[config.mk]
export PLATFORM = sky130hd
export DESIGN_NAME = mux_serializer_flat
export DESIGN_NICKNAME = d
export VERILOG_FILES = /design/src/rtl/mux_serializer_if.sv /design/src/rtl/mux_serializer.sv /design/src/flat_wrapper.sv
export SDC_FILE = /design/constraint.sdc
export NUM_CORES = 1
export LEC_CHECK = 0
export ABC_AREA = 1
export CORE_MARGIN = 2
export CORE_UTILIZATION = 50
export DETAILED_ROUTE_END_ITERATION = 10
export GPL_TIMING_DRIVEN = 0
export MAX_ROUTING_LAYER = met4
export PLACE_DENSITY_LB_ADDON = 0.2
export SYNTH_ARGS = -nofsm -noshare
export SYNTH_HDL_FRONTEND = slang
export SYNTH_SLANG_ARGS = --single-unit
[constraint.sdc]
create_clock -name clk -period 4.1 [get_ports clk]
set_input_delay 1.025 -clock clk [delete_from_list [all_inputs] [get_ports clk]]
set_output_delay 1.025 -clock clk [all_outputs]
set_load 0.005 [all_outputs]
[src/rtl/mux_serializer_if.sv]
// mux_serializer_if: parallel-word handshake in, paced serial bit stream out
interface mux_serializer_if #(
    parameter int WIDTH = 8,
    parameter int SEL_W = $clog2(WIDTH)
);
    logic [WIDTH-1:0] din;
    logic             din_valid;
    logic             din_ready;
    logic             shift_en;
    logic [SEL_W-1:0] sel;
    logic             sout;
    logic             sout_valid;
    logic             sof;
    logic             eof;
    logic             busy;

    modport master (
        output din, din_valid, shift_en,
        input  din_ready, sel, sout, sout_valid, sof, eof, busy
    );

    modport slave (
        input  din, din_valid, shift_en,
        output din_ready, sel, sout, sout_valid, sof, eof, busy
    );
endinterface

[src/rtl/mux_serializer.sv]
// mux_serializer: captures a parallel word and streams it one bit per enabled
// clock with a visible select index and sof/eof frame markers.
// Optional even-parity trailer bit when MUX_SERIALIZER_PARITY_EN is defined.
module mux_serializer #(
    parameter int WIDTH     = 8,
    parameter int SEL_W     = $clog2(WIDTH),
    parameter bit MSB_FIRST = 1'b0
) (
    input logic             clk,
    input logic             rst_n,
    mux_serializer_if.slave bus
);
    localparam logic [SEL_W-1:0] START = MSB_FIRST ? SEL_W'(WIDTH - 1) : '0;
    localparam logic [SEL_W-1:0] LAST  = MSB_FIRST ? '0 : SEL_W'(WIDTH - 1);

`ifdef MUX_SERIALIZER_PARITY_EN
    typedef enum logic [1:0] {IDLE, SHIFT, PARITY} state_t;
`else
    typedef enum logic [1:0] {IDLE, SHIFT} state_t;
`endif

    state_t           state_q, state_d;
    logic [WIDTH-1:0] hold_q, hold_d;
    logic [SEL_W-1:0] sel_q, sel_d;
    logic             vld_q, vld_d;
    logic             sof_q, sof_d;
    logic             eof_q, eof_d;
    logic             at_end;
    logic             ready;
    logic             xfer;
    logic             sout_c;

    // Next-state, capture and select stepping; flags derived from the next position
    always_comb begin
        at_end  = sel_q == LAST;
`ifdef MUX_SERIALIZER_PARITY_EN
        ready   = state_q == IDLE || (state_q == PARITY && bus.shift_en);
`else
        ready   = state_q == IDLE || (state_q == SHIFT && at_end && bus.shift_en);
`endif
        xfer    = bus.din_valid && ready;
        state_d = state_q;
        hold_d  = hold_q;
        sel_d   = sel_q;
        if (xfer) begin
            state_d = SHIFT;
            hold_d  = bus.din;
            sel_d   = START;
        end else if (bus.shift_en && state_q == SHIFT) begin
            if (!at_end)
                sel_d = MSB_FIRST ? sel_q - SEL_W'(1) : sel_q + SEL_W'(1);
            else
`ifdef MUX_SERIALIZER_PARITY_EN
                state_d = PARITY;
`else
                state_d = IDLE;
`endif
        end
`ifdef MUX_SERIALIZER_PARITY_EN
        else if (bus.shift_en && state_q == PARITY) begin
            state_d = IDLE;
        end
`endif
        vld_d = state_d != IDLE;
        sof_d = state_d == SHIFT && sel_d == START;
`ifdef MUX_SERIALIZER_PARITY_EN
        eof_d = state_d == PARITY;
`else
        eof_d = state_d == SHIFT && sel_d == LAST;
`endif
    end

    // State, data hold and registered frame flags
    always_ff @(posedge clk or negedge rst_n) begin
        if (!rst_n) begin
            state_q <= IDLE;
            hold_q  <= '0;
            sel_q   <= '0;
            vld_q   <= 1'b0;
            sof_q   <= 1'b0;
            eof_q   <= 1'b0;
        end else begin
            state_q <= state_d;
            hold_q  <= hold_d;
            sel_q   <= sel_d;
            vld_q   <= vld_d;
            sof_q   <= sof_d;
            eof_q   <= eof_d;
        end
    end

    // Serial bit is a pure mux of the held word; the trailer carries even parity
    always_comb begin
`ifdef MUX_SERIALIZER_PARITY_EN
        sout_c = state_q == PARITY ? ^hold_q : hold_q[sel_q];
`else
        sout_c = hold_q[sel_q];
`endif
    end

    assign bus.din_ready  = ready;
    assign bus.sel        = sel_q;
    assign bus.sout       = sout_c;
    assign bus.sout_valid = vld_q;
    assign bus.sof        = sof_q;
    assign bus.eof        = eof_q;
    assign bus.busy       = vld_q;
endmodule

[src/flat_wrapper.sv]
// flat-port wrapper written by rule: the top's interface ports become plain ports
module mux_serializer_flat 
#(
    parameter int WIDTH     = 8,
    parameter int SEL_W     = $clog2(WIDTH),
    parameter bit MSB_FIRST = 1'b0
)
  (clk, rst_n, bus_din, bus_din_valid, bus_shift_en, bus_din_ready, bus_sel, bus_sout, bus_sout_valid, bus_sof, bus_eof, bus_busy);
  mux_serializer_if #(.WIDTH(WIDTH), .SEL_W(SEL_W)) bus_i ();
  input logic clk;
  input logic rst_n;
  input wire logic [$bits(bus_i.din)-1:0] bus_din;
  input wire logic [$bits(bus_i.din_valid)-1:0] bus_din_valid;
  input wire logic [$bits(bus_i.shift_en)-1:0] bus_shift_en;
  output wire logic [$bits(bus_i.din_ready)-1:0] bus_din_ready;
  output wire logic [$bits(bus_i.sel)-1:0] bus_sel;
  output wire logic [$bits(bus_i.sout)-1:0] bus_sout;
  output wire logic [$bits(bus_i.sout_valid)-1:0] bus_sout_valid;
  output wire logic [$bits(bus_i.sof)-1:0] bus_sof;
  output wire logic [$bits(bus_i.eof)-1:0] bus_eof;
  output wire logic [$bits(bus_i.busy)-1:0] bus_busy;
  assign bus_i.din = bus_din;
  assign bus_i.din_valid = bus_din_valid;
  assign bus_i.shift_en = bus_shift_en;
  assign bus_din_ready = bus_i.din_ready;
  assign bus_sel = bus_i.sel;
  assign bus_sout = bus_i.sout;
  assign bus_sout_valid = bus_i.sout_valid;
  assign bus_sof = bus_i.sof;
  assign bus_eof = bus_i.eof;
  assign bus_busy = bus_i.busy;
  mux_serializer #(.WIDTH(WIDTH), .SEL_W(SEL_W), .MSB_FIRST(MSB_FIRST)) u_core (.clk(clk), .rst_n(rst_n), .bus(bus_i));
endmodule
==> reports/metrics.csv <==
stage,metric,value,unit
synthesis,Compound-Gate Fraction of Synth Area,4.87,%
synthesis,"Distinct cells, synth",18,
cells_and_area,final net count,137,
setup_path,"Slowest-stage cell, CP",clkdlybuf4s50_1,
cts,clock-pin slew on the worst setup and hold paths,0.10,ns
sta,hold_ws,0.479,ns
synthesis,xor/xnor share of the synthesized area,0,%
setup_path,CP peak stage delay,0.50,ns
synthesis,Adder-Cell Fraction of Synth Area,1.52,%
setup_path,Worst setup SP type,input pin,
sta,crit path time final,3.47,ns
cts,H-tree lvl count,1,
synthesis,main combinational cell family by area after synthesis,simple AND/OR/NAND/NOR gates,
routing,final wirelength,1.58,mm
floorplan,core box area,0.00152,mm^2
setup_path,Crit Path Max Fanout,10,
synthesis,top post-synthesis cells by count,"35 x nand2_1, 16 x dfrtp_1, 11 x nand3_1",
synthesis,Syn. warnings,0,
setup_path,worst r2r src,u_core.bus.sel[0],
grt,grt total ovfl,0,
setup_path,CP Cell Sequence,"clkdlybuf4s50_1, nand2_1, nor2_4, nand2_4, nand2_8, clkdlybuf4s50_1",
routing,via count,699,
sta,Max Fclk,288,MHz
setup_path,Worst Setup Path Type,in2out,
pwr,PD cells,676,mW/mm^2
placement,detailed-placement wirelength estimate,1.20,mm
setup_path,Worst Setup SP,bus_shift_en,
cells_and_area,layout cells sized above 1,12.2,%
sta,final hold violation count,0,
routing,drt wl/cell,11.4,um
cts,"Setup Fix Bufs, Post-CTS",0,
synthesis,synthesized instance count,100,
cells_and_area,Antenna diodes,0,
cts,post-cts gate resize count,0,
grt,pin count of the biggest net entering global routing,17,
routing,DR DRC count,0,
pwr,P_leak,0.000565,uW
synthesis,Synthesized Nets,113,
cts,Clock Latency Late Sink,0.29,ns
outcome,outcome,"finished, final reports clean",
cts,CTS tree,yes,
synthesis,"top cells by area, synth","dfrtp_1 49%, nand2_1 16%, nand3_1 6.7%, o21ai_0 4.3%, nor2_1 4.1%",
synthesis,cell taking the most area after synthesis,dfrtp_1,
synthesis,mapped cell area,822,um^2
cells_and_area,cell area after layout,0.00107,mm^2
setup_path,Most common cell on crit path,clkdlybuf4s50_1,
placement,GPL Wtd Cong,0.770,
synthesis,mean post-synth cell area,8.22,um^2
hold_path,Hold Crit Class,reg2reg,
synthesis,Synth top area share,48.7,%
sta,Final period util,84.6,%
grt,first-pass GRT wire length,2.71,mm
synthesis,"EDFF count, synth",0,
synthesis,post-synthesis sequential area ratio,48.7,%
cts,clock sink total,16,
cells_and_area,Finished Core Util,70.1,%
floorplan,Chip Width,44.5,um
cells_and_area,Layout area overhead,30.0,%
setup_path,CP arrival,2.44,ns
routing,DR vias/cell,5.03,
routing,DR pass1 iterations,5,
synthesis,"Top FF cell, synth",dfrtp_1,
sta,Setup Skew,0.0111,ns
setup_path,Critical Path Sink,bus_din_ready,
sta,Pins Over Slew Limit,0,
synthesis,most common cell in the netlist,nand2_1,
sta,Setup Total Neg Slack,0,ns
setup_path,CP Capture Type,output port,
floorplan,I/O pin count,21,
sta,Worst Max-Slew Pin Slew,0.706,ns
sta,unrepaired setup endpoints after global routing,no,
pwr,Worst VDD drop,0.000360,V
grt,number of global-route vias before repair,654,
floorplan,DIE HEIGHT,44.5,um
grt,initial antenna violation count,0,
placement,IO Port Bufs,19,
cts,Root Driver,clkbuf_4,
routing,DRT iter0 DRCs,15,
synthesis,Async SR Flop Fraction,100,%
floorplan,die area,0.00198,mm^2
pwr,total power draw,722,uW
synthesis,"flops & latches, synth",16,
floorplan,FP Rows,14,
setup_path,R2R Setup Slk,2.38,ns
setup_path,worst endpoint required time,3.07,ns
synthesis,post-synthesis mux area share,0,%
setup_path,reg2reg end,u_core.bus.sof,
routing,antenna-violating nets left,0,
grt,total track usage,19.8,%
sta,setup violators final,0,
cts,"Hold-fix buffers, CTS",0,
cells_and_area,fillers,109,
flow_run,Max-Cap Viols,0,
cts,clock buffer count from CTS,3,
cts,CTS Buffer Depth,2,
floorplan,initial core utilization,53.9,%
placement,placed inst area,0.00103,mm^2
synthesis,Synth Area in Simple Gates,36.8,%
setup_path,worst reg-to-reg path cell count,10,
sta,Rel. slew slack,52.8,%
## logic make-up (layout without fill, tap and decap cells)
family	count (synthesis)	after routing
AND/OR/NAND/NOR	63	63
flip-flops	16	16
buffers and inverters	12	35
AO/OA/AOI/OAI	8	8
adder cells (fa/ha/maj)	1	1
## worst max-delay path, delay by kind of cell
family,cells,cell delay (ns)
and+or+nand+nor,4,0.46
buffers and inverters,2,0.95
## area by class of cell
type                       count  area [um^2]  share of cell area (%)
sequential                    16          400                    37.5
buffer                         4         36.3                    3.40
inverter                       8         30.0                    2.81
tap                           16         20.0                    1.87
clock buffer                   4         36.3                    3.40
multi-input combinational     72          355                    33.3
timing repair buffer          19          190                    17.8
## how the worst min path moves through the flow
| stage | cells after the start | to | startpoint |
|---|---|---|---|
| 5_1_grt | 2 | u_core.hold_q[1] | u_core.hold_q[1] |
| 2_1_floorplan | 2 | u_core.hold_q[1] | u_core.hold_q[1] |
| 3_5_place_dp | 2 | u_core.hold_q[1] | u_core.hold_q[1] |
| 4_1_cts | 2 | u_core.hold_q[1] | u_core.hold_q[1] |
| 6_report | 2 | u_core.hold_q[1] | u_core.hold_q[1] |
| 3_3_place_gp | 2 | u_core.hold_q[6] | u_core.hold_q[6] |
## sequential cells by signal (all words and copies together), names as in the netlist
| signal | cells |
|---|---|
| u_core.hold_q | 8 |
| u_core.bus.sel | 3 |
| u_core.state_q | 2 |
| u_core.bus.busy | 1 |
| u_core.bus.eof | 1 |
| u_core.bus.sof | 1 |
## where the power goes
group          internal (uW)  switching [uW]  leakage, uW
Clock                   54.0            50.3    0.0000210
Sequential               221            55.6     0.000197
Combinational            169             172     0.000347
Total                    444             278     0.000565
## per-stage QoR
stage	instances	setup slack [ns]
floorplan	100	1.64
global placement	135	0.628
detailed placement	135	0.626
CTS	139	0.623
global route	139	0.530
finish	139	0.630
## routing by layer
metal  global-route usage, %  part of all wire, %  wire, um
met1                    23.8                   47       746
met3                    3.67                  4.3        68
met2                    31.6                   48       751
met4                    9.70                 0.82        13
met5                       -                    0         0
## cell usage in the layout (no fill, tap or decap), drive strengths merged
cell type      count
or2                1
a21oi              1
dfrtp             16
clkdlybuf4s50     19
dlygate4sd3        1
nand3             12
buf                3
nor2              11
inv                8
nand2             39
o21ai              7
ha                 1
clkbuf             4
Note: power is estimated with default switching activity, not from simulation.
